`src/rtl/router_pkt_tx.sv`:
```
// router_pkt_tx: source-side packet transmitter for a router input port.
// Loads a whole payload into an internal buffer, then sends header, payload
// and parity back to back, holding whenever the router raises busy.
// Optional build macro ROUTER_TX_PARITY_INJ_EN adds the parity_inj input,
// which inverts the transmitted parity byte of the requested packet.
module router_pkt_tx #(
    parameter int MAX_LEN = 63
) (
    input  logic       clock,
    input  logic       reset,
    input  logic       start,
    input  logic [1:0] dest_addr,
    input  logic [5:0] payload_len,
    input  logic [7:0] src_data,
    input  logic       src_valid,
    output logic       src_ready,
    input  logic       busy,
`ifdef ROUTER_TX_PARITY_INJ_EN
    input  logic       parity_inj,
`endif
    output logic [7:0] data_out,
    output logic       pkt_valid,
    output logic       tx_busy,
    output logic       done,
    output logic       err
);

    localparam int DATA_W = 8;

    typedef enum logic [2:0] {
        S_IDLE,
        S_LOAD,
        S_HEADER,
        S_PAYLOAD,
        S_PARITY,
        S_DONE
    } state_t;

    state_t            state;
    logic [DATA_W-1:0] hdr;
    logic [DATA_W-1:0] parity;
    logic [DATA_W-1:0] parity_out;
    logic [5:0]        len_r;
    logic [5:0]        load_cnt;
    logic [5:0]        tx_idx;
    logic [DATA_W-1:0] pbuf [0:MAX_LEN-1];

    logic req_bad;
    logic load_xfer;
    logic load_last;

    assign src_ready = (state == S_LOAD);
    assign tx_busy   = (state != S_IDLE);
    assign load_xfer = src_ready && src_valid;
    assign load_last = (load_cnt == (len_r - 6'd1));

    // A request is refused for an empty payload, an oversize payload or the
    // non-existent port 3.
    assign req_bad = (payload_len == 6'd0)
                  || (int'(payload_len) > MAX_LEN)
                  || (dest_addr == 2'd3);

`ifdef ROUTER_TX_PARITY_INJ_EN
    logic inj_r;

    // Capture the corruption request together with an accepted start
    always_ff @(posedge clock or posedge reset) begin
        if (reset) begin
            inj_r <= 1'b0;
        end else if (state == S_IDLE && start && !req_bad) begin
            inj_r <= parity_inj;
        end
    end

    assign parity_out = parity ^ {DATA_W{inj_r}};
`else
    assign parity_out = parity;
`endif

    // Payload buffer: written only while loading, contents need no reset
    always_ff @(posedge clock) begin
        if (load_xfer) begin
            pbuf[load_cnt] <= src_data;
        end
    end

    // Packet sequencer with registered router-side outputs
    always_ff @(posedge clock or posedge reset) begin
        if (reset) begin
            state     <= S_IDLE;
            data_out  <= '0;
            pkt_valid <= 1'b0;
            done      <= 1'b0;
            err       <= 1'b0;
            hdr       <= '0;
            parity    <= '0;
            len_r     <= '0;
            load_cnt  <= '0;
            tx_idx    <= '0;
        end else begin
            err  <= 1'b0;
            done <= 1'b0;
            case (state)
                S_IDLE: begin
                    if (start) begin
                        if (req_bad) begin
                            err <= 1'b1;
                        end else begin
                            hdr      <= {payload_len, dest_addr};
                            parity   <= {payload_len, dest_addr};
                            len_r    <= payload_len;
                            load_cnt <= 6'd0;
                            state    <= S_LOAD;
                        end
                    end
                end
                S_LOAD: begin
                    if (load_xfer) begin
                        parity   <= parity ^ src_data;
                        load_cnt <= load_cnt + 6'd1;
                        // Header goes out on the same edge the last byte lands
                        if (load_last) begin
                            data_out  <= hdr;
                            pkt_valid <= 1'b1;
                            state     <= S_HEADER;
                        end
                    end
                end
                S_HEADER: begin
                    if (!busy) begin
                        data_out <= pbuf[0];
                        tx_idx   <= 6'd1;
                        state    <= S_PAYLOAD;
                    end
                end
                S_PAYLOAD: begin
                    if (!busy) begin
                        if (tx_idx == len_r) begin
                            data_out  <= parity_out;
                            pkt_valid <= 1'b0;
                            state     <= S_PARITY;
                        end else begin
                            data_out <= pbuf[tx_idx];
                            tx_idx   <= tx_idx + 6'd1;
                        end
                    end
                end
                S_PARITY: begin
                    if (!busy) begin
                        data_out <= '0;
                        done     <= 1'b1;
                        state    <= S_DONE;
                    end
                end
                S_DONE: begin
                    state <= S_IDLE;
                end
                default: begin
                    state <= S_IDLE;
                end
            endcase
        end
    end

endmodule

```
`config.mk`:
```
export PLATFORM = sky130hd
export DESIGN_NAME = router_pkt_tx
export DESIGN_NICKNAME = d
export VERILOG_FILES = /design/src/rtl/router_pkt_tx.sv
export SDC_FILE = /design/constraint.sdc
export NUM_CORES = 1
export LEC_CHECK = 0
export BUFFER_PORTS_ARGS = -buffer_cell sky130_fd_sc_hd__buf_2
export CORE_ASPECT_RATIO = 1.2
export CORE_MARGIN = 3
export CORE_UTILIZATION = 49
export CTS_BUF_LIST = sky130_fd_sc_hd__clkbuf_8 sky130_fd_sc_hd__clkbuf_16
export DETAILED_ROUTE_END_ITERATION = 8
export GPL_TIMING_DRIVEN = 0
export PLACE_DENSITY = 0.68
export SLEW_MARGIN = 30
export SYNTH_ARGS = -nofsm -noshare
export SYNTH_HDL_FRONTEND = slang
export SYNTH_SLANG_ARGS = --single-unit
export TNS_END_PERCENT = 100
```
`constraint.sdc`:
```
create_clock -name clock -period 7.5 [get_ports clock]
set_input_delay 0.375 -clock clock [delete_from_list [all_inputs] [get_ports clock]]
set_output_delay 0.375 -clock clock [all_outputs]
set_load 0.02 [all_outputs]
```
Yosys cells after proc, flatten, opt, wreduce, memory -nomap -nowiden
Memory sizes are Yosys's and may differ from the RTL's.
Index checks and enable logic that the tools add are counted.
- bits of input ports: 21
- output and inout bits: 13
- register bits after elaboration: 48
- memories kept: 1
- memory bits (writable): 504
- multiplexer cells: 40
- reductions and logical operators: 15
- add/sub/neg operators: 3
- equal/unequal tests: 16
- bitwise gates (word level): 2
- memories (name ; depth ; bits a word ; rd ports ; clocked after memory_dff ; wr ports ; line ; RTL):
    pbuf ; 63 ; 8 ; 2 ; 0 ; 1 ; 46 ; logic [DATA_W-1:0] pbuf [0:MAX_LEN-1];
- operators by type and width (cell ; count):
    $mux W8 ; 9
    $mux W6 ; 6
    $pmux W8 S4 ; 1
    $mux W3 ; 8
    $pmux W6 S2 ; 2
    $pmux W8 S2 ; 1
    $pmux W3 S5 ; 1
    $ne A2 B2 Y1 const B ; 7
    $add A6 B1 Y6 const B ; 2
    $eq A6 B6 Y1 ; 2
    $mux W1 ; 11
    $reduce_and A4 Y1 ; 2
    $reduce_and A8 Y1 ; 1
    $xor A8 B8 Y8 ; 1
    $eq A3 B2 Y1 const B ; 2
    $logic_not A6 Y1 ; 1
    $reduce_and A6 Y1 ; 1
    $reduce_bool A2 Y1 ; 3
    $sub A6 B1 Y6 const B ; 1
    $reduce_and A5 Y1 ; 1
    $ne A2 B1 Y1 const B ; 2
    $reduce_bool A4 Y1 ; 1
    $eq A3 B1 Y1 const B ; 1
    $eq A3 B3 Y1 const B ; 1
    8 further kinds ; 8

Longest topological paths before layout
- depth in word-level cells: 5
- mapped depth: 12

Worst setup path after synthesis
Ideal clock, no wire load.
- path type: reg2reg
- from: reg, netlist name hdr[2]
- to: reg data_out[5]
- buffers on the path: 1
- period minus slack after synthesis: 2.454 ns
- data arrival time: 2.325 ns
- setup slack: 5.046 ns
- library setup time: 0.129 ns
- stages on the path, launching flop included: 10
- path through: dfrtp_1 > clkbuf_1 > inv_1 > ha_1 > and2_1 > a21boi_1 > o32ai_1 > nor4_4 > o2111a_1 > a2111o_1
- RTL lines (item ; line ; RTL):
    to (signal assigned) ; 123 ; data_out <= hdr;
    to (signal assigned) ; 131 ; data_out <= pbuf[0];
    to (signal assigned) ; 139 ; data_out <= parity_out;
    to (decl) ; 21 ; output logic [7:0] data_out,

Final worst setup path
- from: reg state[0]
- to: mem pbuf[23][2], enable pin
- cells in the longest elaborated chain, start to end: 4
- RTL lines (item ; line ; RTL):
    from (decl) ; 39 ; state_t state;
    from (signal assigned) ; 90 ; state <= S_IDLE;
    from (signal assigned) ; 113 ; state <= S_LOAD;
    from (signal assigned) ; 125 ; state <= S_HEADER;
    $eq A3 B1 Y1 ; 52 ; assign src_ready = (state == S_LOAD);
    $logic_and A1 B1 Y1 ; 54 ; assign load_xfer = src_ready && src_valid;
    $mux W1 ; 82 ; if (load_xfer) begin
    $mux W1 (not written as such) ; 83 ; pbuf[load_cnt] <= src_data;
    to (decl) ; 46 ;
Every way passes these cells.

==> results.cfg <==
[layout]
design_area_mm2 = 0.0250
antennaDiodeCount = 0
areaGrowthSynthToFinish_pct = 12.0
final_cell_mix = edfxtp_1, mux4_2, nor2_1
nets = 1358
drive_gt1_share_pct = 21.2
final_common_cell = edfxtp_1
fillerInstances = 3330

[drt]
ant_nets = 0
routed_wl_mm = 57.7
via_per_inst = 6.29
drtIter0Drc = 1570
vias = 12400
wire_per_inst_um = 29.2
drcViolationCount = 0
dr.pass1.iters = 5

[clock_network]
cts_setup_buffers = 0
clock_path_buffers = 3
h-tree-depth = 2
cts_tree = built
clock_sinks = 546
cts_root_buf = clkbuf_16
clk_latency_ps = 580
clk_pin_slew_ps = 70
numCtsBuffers = 50

[floorplan]
design.die.area_mm2 = 0.0481
rows = 84
ios = 34
initial_core_util_pct = 50.2
die_y_um = 240
fp.dieW_um = 201
coreArea_mm2 = 0.0444

[critical_path]
r2r_start = state[0]
endpoint = pbuf[23][2]
cp_max_fo = 10
r2r_slack_ps = 3730
required_ps = 7690
crit_type = register to register
reg2regPathDepth = 6
critPathLaunchType = register
crit_arrival_ps = 3960
reg2reg_to = pbuf[23][2]
endpoint_kind = register
startpoint = state[0]

[status]
run_status = finished clean

[synthesis]
ys_types = 71
yosys_warnings = 0
netlist_instances = 1245
synthArstFlopShare_pct = 7.69
synthFlopType = edfxtp_1
syn_nets = 1269
syn-cell-area_mm2 = 0.0223
synth_edf_count = 504
ys_seq_area_share_pct = 72.6
syn_area_per_cell_um2 = 17.9
ys_ff_latch = 546

[global_routing]
gr-usage-all-layers_pct = 24.3
grt_pass1_wl_mm = 85.1
antenna_found_initial = 1
grt_overflow = 0
grt_pass1_vias = 12300
grt_max_degree = 66

[placement]
hpwl_mm = 38.0
dpl_cell_area_mm2 = 0.0233
io_buffer_count = 33
place.gp.congestion = 0.994

[timing]
rsz0062_at_grt = false
max_slew_margin_pct = 35.2
period_share_pct = 50.3
slew_viol_final = 0
period_minus_slack_ps = 3770
hold_viol = 0
clock_skew_ps = 26.5
setup_tns_ps = 0
finalSetupViolations = 0
tightest_slew_ps = 969
max_freq_mhz = 265

[power_and_ir_drop]
ir_drop_mv = 0.195
leakagePower_nw = 8.11
power_density_mw_per_mm2 = 361

[worst_hold_path]
hold_class = input port to register

[run]
drv_cap = 0
==> layout make-up <==
| class | instances | area [um2] | share of cell area [%] |
|---|---|---|---|
| flip-flops and latches | 546 | 16200 | 64.9 |
| inverters | 10 | 37.5 | 0.150 |
| clock inverters | 40 | 334 | 1.34 |
| multi-input cells | 614 | 5700 | 22.8 |
| well taps | 602 | 753 | 3.02 |
| repair buffers | 37 | 250 | 1.00 |
| clock buffers | 53 | 1330 | 5.31 |
| plain buffers | 75 | 373 | 1.49 |
==> registers in the layout, summed over array words and instances, names as in the netlist <==
register,flops
err,1
pbuf,504
tx_idx,6
hdr,8
parity,8
done,1
load_cnt,6
pkt_valid,1
state,3
data_out,8
==> how the worst min path moves through the flow <==
stage / depth (start not counted) / startpoint / to / slack [ps]
floorplan: 1 / busy / done / 440
global placement: 1 / data_out[6] / data_out[6] / 470
detailed placement: 2 / reset / load_cnt[4] / 350
CTS: 3 / payload_len[3] / hdr[5] / 50
global route: 2 / payload_len[2] / hdr[4] / 100
finish: 3 / payload_len[3] / hdr[5] / 70
==> power by group <==
part / total, mW / switching [mW] / internal [mW] / leakage, nW
Combinational: 2.91 / 1.79 / 1.12 / 2.21
Clock: 2.57 / 1.09 / 1.48 / 0.857
Sequential: 3.53 / 0.0864 / 3.45 / 5.04
==> synthesized netlist by cell type, types with 10 or more instances <==
library cell	number	area, um2
edfxtp_1	504	15100
mux4_2	114	2570
nor2_1	100	375
nand2_1	51	191
dfrtp_1	42	1050
a21oi_1	31	155
buf_2	31	155
mux2i_1	29	290
o21ai_0	23	115
clkbuf_1	22	82.6
nand2b_1	22	138
nand3_1	21	105
nor2b_1	20	125
mux2_2	17	191
nor4_1	17	106
a21o_1	15	113
a211oi_1	13	97.6
a22oi_1	13	97.6
buf_1	11	41.3
xnor2_1	10	87.6
==> through the flow <==
| stage | hold slack (ps) | cells | utilization (%) | power, mW | worst slack, ps |
|---|---|---|---|---|---|
| 2_1_floorplan | 441 | 1245 | - | 5.45 | 5050 |
| 3_3_place_gp | 475 | 1880 | 52.3 | 6.45 | 3800 |
| 3_5_place_dp | 348 | 1882 | 52.5 | 6.48 | 3820 |
| 4_1_cts | 50.7 | 1977 | 56.3 | 9.01 | 3780 |
| 5_1_grt | 99.7 | 1977 | 56.3 | 9.31 | 3540 |
| 6_report | 75.0 | 1977 | 56.3 | 9.01 | 3730 |
==> critical path: stages, from the launching register on <==
cell and delay (ps):
dfrtp_1 410, clkbuf_1 380, nor3b_1 380, clkbuf_1 480
and3_1 310, nand3_1 500, nor2_1 900
==> cells by family after synthesis <==
kind of cell	count (synthesis)	synth area share, %
DFF	546	72.6
buffers and inverters	85	1.83
AOI/OAI and AO/OA	160	4.98
muxes	161	13.7
adders and majority gates	3	0.168
and+or+nand+nor	274	6.02
xor gates and xnor gates	16	0.629
==> routing by layer <==
| metal | part of all wire (%) | routed length [um] | global-route usage (%) | up-vias |
|---|---|---|---|---|
| met1 | 39 | 22300 | 32.7 | 6454 |
| met5 | 0 | 0 | 0 | - |
| met3 | 8.6 | 4980 | 4.72 | 152 |
| met4 | 4.5 | 2620 | 10.0 | 0 |
| li1 | - | - | - | 5193 |
| met2 | 48 | 27800 | 39.7 | 636 |
==> timing repair <==
action / in CTS / in global routing
hold buffers: 2 / 0
endpoints found under the hold margin: 14 / 0
gates resized for setup: 0 / 0
Power figures use the tool's default switching activity.
